===== config.mk =====
export PLATFORM = sky130hd
export DESIGN_NAME = fetch_stage_flat
export DESIGN_NICKNAME = d
export VERILOG_FILES = /design/src/rtl/fetch_if.sv /design/src/rtl/fetch_stage.sv /design/src/flat_wrapper.sv
export SDC_FILE = /design/constraint.sdc
export NUM_CORES = 1
export LEC_CHECK = 0
export CAP_MARGIN = 10
export CORE_MARGIN = 5
export CORE_UTILIZATION = 45
export DETAILED_ROUTE_END_ITERATION = 12
export MAX_ROUTING_LAYER = met4
export PLACE_DENSITY_LB_ADDON = 0.08
export SLEW_MARGIN = 20
export SYNTH_ARGS = -nofsm -noshare
export SYNTH_HDL_FRONTEND = slang
export SYNTH_SLANG_ARGS = --single-unit

===== constraint.sdc =====
create_clock -name clk -period 4.8 [get_ports clk]
set_clock_uncertainty 0.1 [all_clocks]
set_input_delay 0.96 -clock clk [delete_from_list [all_inputs] [get_ports clk]]
set_output_delay 0.96 -clock clk [all_outputs]
set_load 0.01 [all_outputs]

===== src/rtl/fetch_if.sv =====
// Bundle between the IF stage and its surroundings: instruction memory port,
// hazard/redirect controls from later stages, and the IF/ID register contents.
interface fetch_if #(
   parameter int CNT_WIDTH = 32
);
   logic [31:0]          imem_addr;
   logic [31:0]          imem_rdata;
   logic                 stall;
   logic                 redirect_valid;
   logic [31:0]          redirect_target;
   logic                 flush;
   logic                 if_id_valid;
   logic [31:0]          if_id_inst;
   logic [31:0]          if_id_pc;
   logic [31:0]          if_id_pc_plus4;
   logic                 misaligned_err;
   logic [CNT_WIDTH-1:0] inst_count;

   // Fetch stage side: drives the memory address and the IF/ID register.
   modport master (
      output imem_addr,
      input  imem_rdata,
      input  stall,
      input  redirect_valid,
      input  redirect_target,
      input  flush,
      output if_id_valid,
      output if_id_inst,
      output if_id_pc,
      output if_id_pc_plus4,
      output misaligned_err,
      output inst_count
   );

   // Environment side: memory, hazard unit, EX stage and decode.
   modport slave (
      input  imem_addr,
      output imem_rdata,
      output stall,
      output redirect_valid,
      output redirect_target,
      output flush,
      input  if_id_valid,
      input  if_id_inst,
      input  if_id_pc,
      input  if_id_pc_plus4,
      input  misaligned_err,
      input  inst_count
   );
endinterface


===== src/rtl/fetch_stage.sv =====
// IF stage: owns the PC, addresses instruction memory combinationally from pc_q
// and registers the returned word into IF/ID, honouring stall, redirect and flush.
module fetch_stage #(
   parameter logic [31:0] RESET_PC  = 32'h0000_0000,
   parameter logic [31:0] NOP_INST  = 32'h0000_0000,
   parameter int          CNT_WIDTH = 32
) (
   input  logic     clk,
   input  logic     reset,
   fetch_if.master  bus
);

   logic [31:0]          pc_q, pc_d;
   logic                 valid_q, valid_d;
   logic [31:0]          inst_q, inst_d;
   logic [31:0]          id_pc_q, id_pc_d;
   logic [31:0]          id_pc4_q, id_pc4_d;
   logic                 err_q, err_d;
   logic [CNT_WIDTH-1:0] cnt_q, cnt_d;
   logic [31:0]          pc_plus4;

   assign pc_plus4 = pc_q + 32'd4;

   // Control semantics: there is no valid/ready pair here. Each cycle the word
   // at imem_rdata is accepted into IF/ID only when neither redirect_valid,
   // flush nor stall is asserted. redirect_valid beats stall; a bubble keeps the
   // old pc/pc_plus4 so decode only needs to look at if_id_valid.
   always_comb begin
      pc_d     = pc_q;
      valid_d  = valid_q;
      inst_d   = inst_q;
      id_pc_d  = id_pc_q;
      id_pc4_d = id_pc4_q;
      err_d    = err_q;
      cnt_d    = cnt_q;
      if (bus.redirect_valid) begin
         pc_d    = {bus.redirect_target[31:2], 2'b00};
         valid_d = 1'b0;
         inst_d  = NOP_INST;
         if (bus.redirect_target[1:0] != 2'b00) begin
            err_d = 1'b1;
         end
      end else if (bus.flush) begin
         valid_d = 1'b0;
         inst_d  = NOP_INST;
         if (!bus.stall) begin
            pc_d = pc_plus4;
         end
      end else if (!bus.stall) begin
         pc_d     = pc_plus4;
         valid_d  = 1'b1;
         inst_d   = bus.imem_rdata;
         id_pc_d  = pc_q;
         id_pc4_d = pc_plus4;
         cnt_d    = cnt_q + {{(CNT_WIDTH-1){1'b0}}, 1'b1};
      end
   end

   always_ff @(posedge clk) begin
      if (reset) begin
         pc_q     <= RESET_PC;
         valid_q  <= 1'b0;
         inst_q   <= NOP_INST;
         id_pc_q  <= 32'h0;
         id_pc4_q <= 32'h0;
         err_q    <= 1'b0;
         cnt_q    <= '0;
      end else begin
         pc_q     <= pc_d;
         valid_q  <= valid_d;
         inst_q   <= inst_d;
         id_pc_q  <= id_pc_d;
         id_pc4_q <= id_pc4_d;
         err_q    <= err_d;
         cnt_q    <= cnt_d;
      end
   end

   assign bus.imem_addr      = pc_q;
   assign bus.if_id_valid    = valid_q;
   assign bus.if_id_inst     = inst_q;
   assign bus.if_id_pc       = id_pc_q;
   assign bus.if_id_pc_plus4 = id_pc4_q;
   assign bus.misaligned_err = err_q;
   assign bus.inst_count     = cnt_q;

endmodule

===== src/flat_wrapper.sv =====
// flat-port wrapper written by rule: the top's interface ports become plain ports
module fetch_stage_flat 
#(
   parameter logic [31:0] RESET_PC  = 32'h0000_0000,
   parameter logic [31:0] NOP_INST  = 32'h0000_0000,
   parameter int          CNT_WIDTH = 32
)
  (clk, reset, bus_imem_addr, bus_imem_rdata, bus_stall, bus_redirect_valid, bus_redirect_target, bus_flush, bus_if_id_valid, bus_if_id_inst, bus_if_id_pc, bus_if_id_pc_plus4, bus_misaligned_err, bus_inst_count);
  fetch_if #(.CNT_WIDTH(CNT_WIDTH)) bus_i ();
  input  logic clk;
  input  logic reset;
  output wire logic [$bits(bus_i.imem_addr)-1:0] bus_imem_addr;
  input wire logic [$bits(bus_i.imem_rdata)-1:0] bus_imem_rdata;
  input wire logic [$bits(bus_i.stall)-1:0] bus_stall;
  input wire logic [$bits(bus_i.redirect_valid)-1:0] bus_redirect_valid;
  input wire logic [$bits(bus_i.redirect_target)-1:0] bus_redirect_target;
  input wire logic [$bits(bus_i.flush)-1:0] bus_flush;
  output wire logic [$bits(bus_i.if_id_valid)-1:0] bus_if_id_valid;
  output wire logic [$bits(bus_i.if_id_inst)-1:0] bus_if_id_inst;
  output wire logic [$bits(bus_i.if_id_pc)-1:0] bus_if_id_pc;
  output wire logic [$bits(bus_i.if_id_pc_plus4)-1:0] bus_if_id_pc_plus4;
  output wire logic [$bits(bus_i.misaligned_err)-1:0] bus_misaligned_err;
  output wire logic [$bits(bus_i.inst_count)-1:0] bus_inst_count;
  assign bus_imem_addr = bus_i.imem_addr;
  assign bus_i.imem_rdata = bus_imem_rdata;
  assign bus_i.stall = bus_stall;
  assign bus_i.redirect_valid = bus_redirect_valid;
  assign bus_i.redirect_target = bus_redirect_target;
  assign bus_i.flush = bus_flush;
  assign bus_if_id_valid = bus_i.if_id_valid;
  assign bus_if_id_inst = bus_i.if_id_inst;
  assign bus_if_id_pc = bus_i.if_id_pc;
  assign bus_if_id_pc_plus4 = bus_i.if_id_pc_plus4;
  assign bus_misaligned_err = bus_i.misaligned_err;
  assign bus_inst_count = bus_i.inst_count;
  fetch_stage #(.RESET_PC(RESET_PC), .NOP_INST(NOP_INST), .CNT_WIDTH(CNT_WIDTH)) u_core (.clk(clk), .reset(reset), .bus(bus_i));
endmodule

* Word level (Yosys, flattened, before mapping) *
Cells that the tools add are included.

word-level totals
  register bits after elaboration = 162
  bits in latches = 0
  RAM bits = 0
  memory bits (read-only) = 0
  input bits = 69
  memories kept = 0

cells by class
  $add $sub $neg = 2
  multiply operators = 0
  div/mod/pow operators = 0
  $lt $le $gt $ge = 0
  equality and inequality tests = 1
  shifts and indexed selects = 0
  multiplexer cells = 2
  bitwise logic cells = 3
  reduce and logical (&&, ||, !) cells = 5

operator list
  operator               number
  $mux 32                2
  $add 32x1->32 const B  1
  $add 32x3->32 const B  1
  $not 1->1              3
  $reduce_and 3->1       1
  $reduce_or 3->1        1
  $ne 2x1->1 const B     1
  $reduce_and 2->1       1
  $reduce_bool 2->1      1
  $reduce_or 2->1        1

* Depth between registers and ports, before layout *
  depth after elaboration = 3
  gate-level depth with buffers = 7

* Least setup slack after synthesis *
OpenSTA, ideal clock, no wires.

  path kind = input -> register
  start = in bus_stall
  end = reg u_core.cnt_q[24], in the netlist u_core.bus.inst_count[24]
  setup time = 0.121 ns
  arrival time = 2.367 ns
  slack = 2.212 ns
  stages = 5
  path buffers = 1
  cells stage by stage = nor4b_2 nand2_1 clkbuf_1 nor4_1 mux2_2

on the way
  word-level cells in the longest chain between the ends = 2

RTL lines
  what                               line                source
  start: declaration                 flat_wrapper.sv:14  input wire logic [$bits(bus_i.stall)-1:0] bus_stall;
  $not 1->1 (no source line)         n/a
  $reduce_and 3->1 (no source line)  n/a
  end signal: assignment             fetch_stage.sv:75   cnt_q <= cnt_d;
  end: declaration                   fetch_stage.sv:19   logic [CNT_WIDTH-1:0] cnt_q, cnt_d;

Every way passes these cells.
A chain may end at the register's enable or synchronous reset.

* Final worst setup path *
  start = in bus_redirect_valid
  end = reg u_core.pc_q[23], in the netlist u_core.bus.imem_addr[23]

on the way
  word-level cells in the longest chain between the ends = 1
  elaborated cells on any way between the ends = 2
  classes of those cells = eq/ne: 1; mux: 1

RTL lines
  what                                                    line                source
  start: declaration                                      flat_wrapper.sv:15  input wire logic [$bits(bus_i.redirect_valid)-1:0] bus_redirect_valid;
  $ne 2x1->1 (no source line) or $mux 32 (tied branches)  n/a
  end signal: assignment                                  fetch_stage.sv:69   pc_q <= pc_d;
  end: declaration                                        fetch_stage.sv:13   logic [31:0] pc_q, pc_d;

Parallel ways exist; a longest one is shown, timed or not.

==> impl_metrics.tcl <==
set metrics [dict create \
    grt_usage_pct 25.01 \
    gr-usage-met3_pct 7.426 \
    worst_setup_path_start_kind "input pin" \
    post_cts_resized 0 \
    synth_fa_ha_area_share_pct 0.3460 \
    die_w_microns 136.8 \
    p_total_mw 3.004 \
    layout_commonest_cell "clkdlybuf4s50_1" \
    holdCritPathClass "flop to flop" \
    max_cap_violations 0 \
    seq_area_frac_synth_pct 43.18 \
    crit_type "input pin to flop" \
    yosysUniqueCellTypes 50 \
    clockBufferDepth 2 \
    synth_top_area_cell "dfxtp_1" \
    worstSetupEndpointType "flop" \
    antenna_found_initial 0 \
    synth-xor-area-share_pct 3.997 \
    grt_pass1_wl_microns 35890 \
    global_route.usage.met2_pct 35.76 \
    grt_max_degree 81 \
    ys.flop_type "dfxtp_1" \
    ctsHtreeMaxLevel 4 \
    cts_sinks 156 \
    synth-compound-area-share_pct 13.91 \
    timing.rr.end "u_core.bus.imem_addr[31]$_SDFFE_PP0P_" \
    syn_area_per_cell_sq_um 8.322 \
    fillers 1459 \
    ctsHoldBuffers 0 \
    rr_startpoint "u_core.bus.imem_addr[2]$_SDFFE_PP0P_" \
    period_minus_slack_ps 3009 \
    arrival_ps 3210 \
    timing.final.crit_share_pct 62.68 \
    max_slew_margin_pct 31.46 \
    grt_pass1_vias 6642 \
    io_pins 231 \
    final_area_sq_um 10030 \
    synth_edf_count 0 \
    detail_route.first_pass.iterations 7 \
    die_h_microns 136.8 \
    route.detailed.drc 0 \
    insertedDiodeCount 0 \
    clk_latency_ps 420 \
    worst-path-max-fanout 28 \
    ys_ff_latch 156 \
    timing.final.hold_violations 0 \
    met1_usage_pct 33.82 \
    clk_pin_slew_ps 60 \
    vias 7093 \
    status "finished clean" \
    hold_end "u_core.bus.if_id_valid$_SDFFE_PP0N_" \
    holdPathStages 2 \
    synth-simple-area-share_pct 27.18 \
    worst_pin_slew_ps 1020 \
    place_hpwl_microns 16300 \
    synthMuxAreaShare_pct 5.813 \
    synthArstFlopShare_pct 0 \
    antenna_left 0 \
    yosysWarnings 0 \
    syn_inst 869 \
    row_count 46 \
    wl_per_cell_microns 17.99 \
    cp.required_ps 5000 \
    powerDensity_nw_per_um2 299.5 \
    area_growth_pct 38.72 \
    vias_per_cell 5.572 \
    worstRegToRegCells 4 \
    layout_common_cells "clkdlybuf4s50_1 (222), dfxtp_1 (156), nor2_1 (117)" \
    routed_wl_microns 22900 \
    final.setup.tns_ps 0 \
    synth.cell_area_sq_um 7232 \
    rsz0062_at_grt "false" \
    start_util_pct 45.69 \
    r2r_slack_ps 1930 \
    post_dp_cell_area_sq_um 9485 \
    busiest_layer "met2" \
    cts-root-buf "clkbuf_16" \
    final_nets 1116 \
    synth_top_family_by_area "simple AND/OR/NAND/NOR gates" \
    vdd_drop_max_uv 230.9 \
    synth_top_area_share_pct 43.18 \
    cts_buffers 17 \
    core_area_sq_um 15830 \
    setup_viol_count_final 0 \
    drt_iter0_markers 567 \
    gr-total-overflow 0 \
    drive_above_1_share_pct 5.203 \
    timing.fmax_ghz 0.3324 \
    io_buffers 224 \
    place_congestion 0.8863 \
    hp-start "u_core.bus.if_id_valid$_SDFFE_PP0N_" \
    die-area_sq_um 18710 \
    p_leak_nw 3.340 \
    cts_tree "built" \
    drv_slew 0 \
    synth_area_leaders "dfxtp_1 (43%), nor2_1 (6.1%), nand2_1 (4.9%)" \
    postCtsSetupBuffers 0 \
]
[metal layers]
metal / vias up / part of all wire, % / routed length, microns
met5: - / 0 / 0
met4: 0 / 2.0 / 465
met3: 35 / 9.0 / 2060
met2: 276 / 44 / 10030
met1: 3307 / 45 / 10350
li1: 3475 / - / -
[stage by stage]
step,std cells,setup slack [ps],hold WS [ps],util [%]
2_1_floorplan,874,2212,369.6,-
5_1_grt,1273,1563,379.0,63.38
4_1_cts,1273,1831,353.0,63.38
6_report,1273,1791,351.9,63.38
3_5_place_dp,1242,1392,339.5,59.93
3_3_place_gp,1242,1448,332.7,59.92
[critical path, cell delays in order]
cell and delay (ps):
clkdlybuf4s50_1 510, buf_4 320, clkinv_1 680, and4_1 450
a2111oi_0 270
[synth_stat cells, types with 3 or more instances]
| library cell | number |
|---|---|
| a2111oi_0 | 7 |
| a211oi_1 | 25 |
| a21oi_1 | 51 |
| a311oi_1 | 25 |
| and2_1 | 6 |
| and3_1 | 8 |
| and4_1 | 13 |
| buf_1 | 9 |
| buf_2 | 10 |
| buf_4 | 7 |
| clkbuf_1 | 53 |
| dfxtp_1 | 156 |
| inv_1 | 16 |
| mux2_2 | 8 |
| mux2i_1 | 33 |
| nand2_1 | 95 |
| nand3_1 | 21 |
| nand4_1 | 21 |
| nor2_1 | 117 |
| nor2b_1 | 10 |
| nor3_1 | 16 |
| nor4_1 | 29 |
| o21ai_0 | 16 |
| o31a_1 | 3 |
| o31ai_1 | 14 |
| or3_1 | 21 |
| or4_1 | 20 |
| xnor2_1 | 21 |
| xor2_1 | 12 |
[worst max path at each step]
stage,start,end,cells after the start
5_1_grt,bus_redirect_valid,u_core.bus.imem_addr[25]$_SDFFE_PP0P_,5
6_report,bus_redirect_valid,u_core.bus.imem_addr[23]$_SDFFE_PP0P_,5
2_1_floorplan,bus_stall,u_core.bus.inst_count[24]$_SDFFE_PP0P_,5
4_1_cts,bus_redirect_valid,u_core.bus.imem_addr[23]$_SDFFE_PP0P_,5
3_3_place_gp,bus_redirect_valid,u_core.bus.imem_addr[10]$_SDFFE_PP0P_,6
3_5_place_dp,bus_redirect_valid,u_core.bus.inst_count[13]$_SDFFE_PP0P_,7
[cell families (layout without fill, tap and decap cells)]
group	count (synthesis)	after routing
muxes	41	41
AOI/OAI and AO/OA	149	149
adders and majority gates	2	2
buffers and inverters	96	279
other	1	6
DFF	156	156
and+or+nand+nor	391	391
xor gates and xnor gates	33	33
[power breakdown]
group          switching (mW)  total, mW  internal [mW]  leakage, nW
Combinational           0.150      0.324          0.174         1.80
Clock                   0.526       1.27          0.749        0.266
Sequential             0.0684       1.41           1.34         1.27
[cell type report]
| class | instances | area [sq um] | area share (%) |
|---|---|---|---|
| clock inverters | 7 | 65.06 | 0.6485 |
| clock buffers | 24 | 481.7 | 4.802 |
| multi-input cells | 622 | 3741 | 37.29 |
| inverters | 17 | 63.81 | 0.6361 |
| flip-flops and latches | 156 | 3123 | 31.13 |
| well taps | 216 | 270.3 | 2.694 |
| repair buffers | 231 | 2287 | 22.80 |
[sequential cells by signal, summed over array words and instances, names as in the netlist]
signal,cells
u_core.bus.imem_addr,30
u_core.bus.if_id_valid,1
u_core.bus.if_id_pc,30
u_core.bus.inst_count,32
u_core.bus.if_id_pc_plus4,30
u_core.bus.if_id_inst,32
u_core.bus.misaligned_err,1
Note: power is estimated with default switching activity, not from simulation.
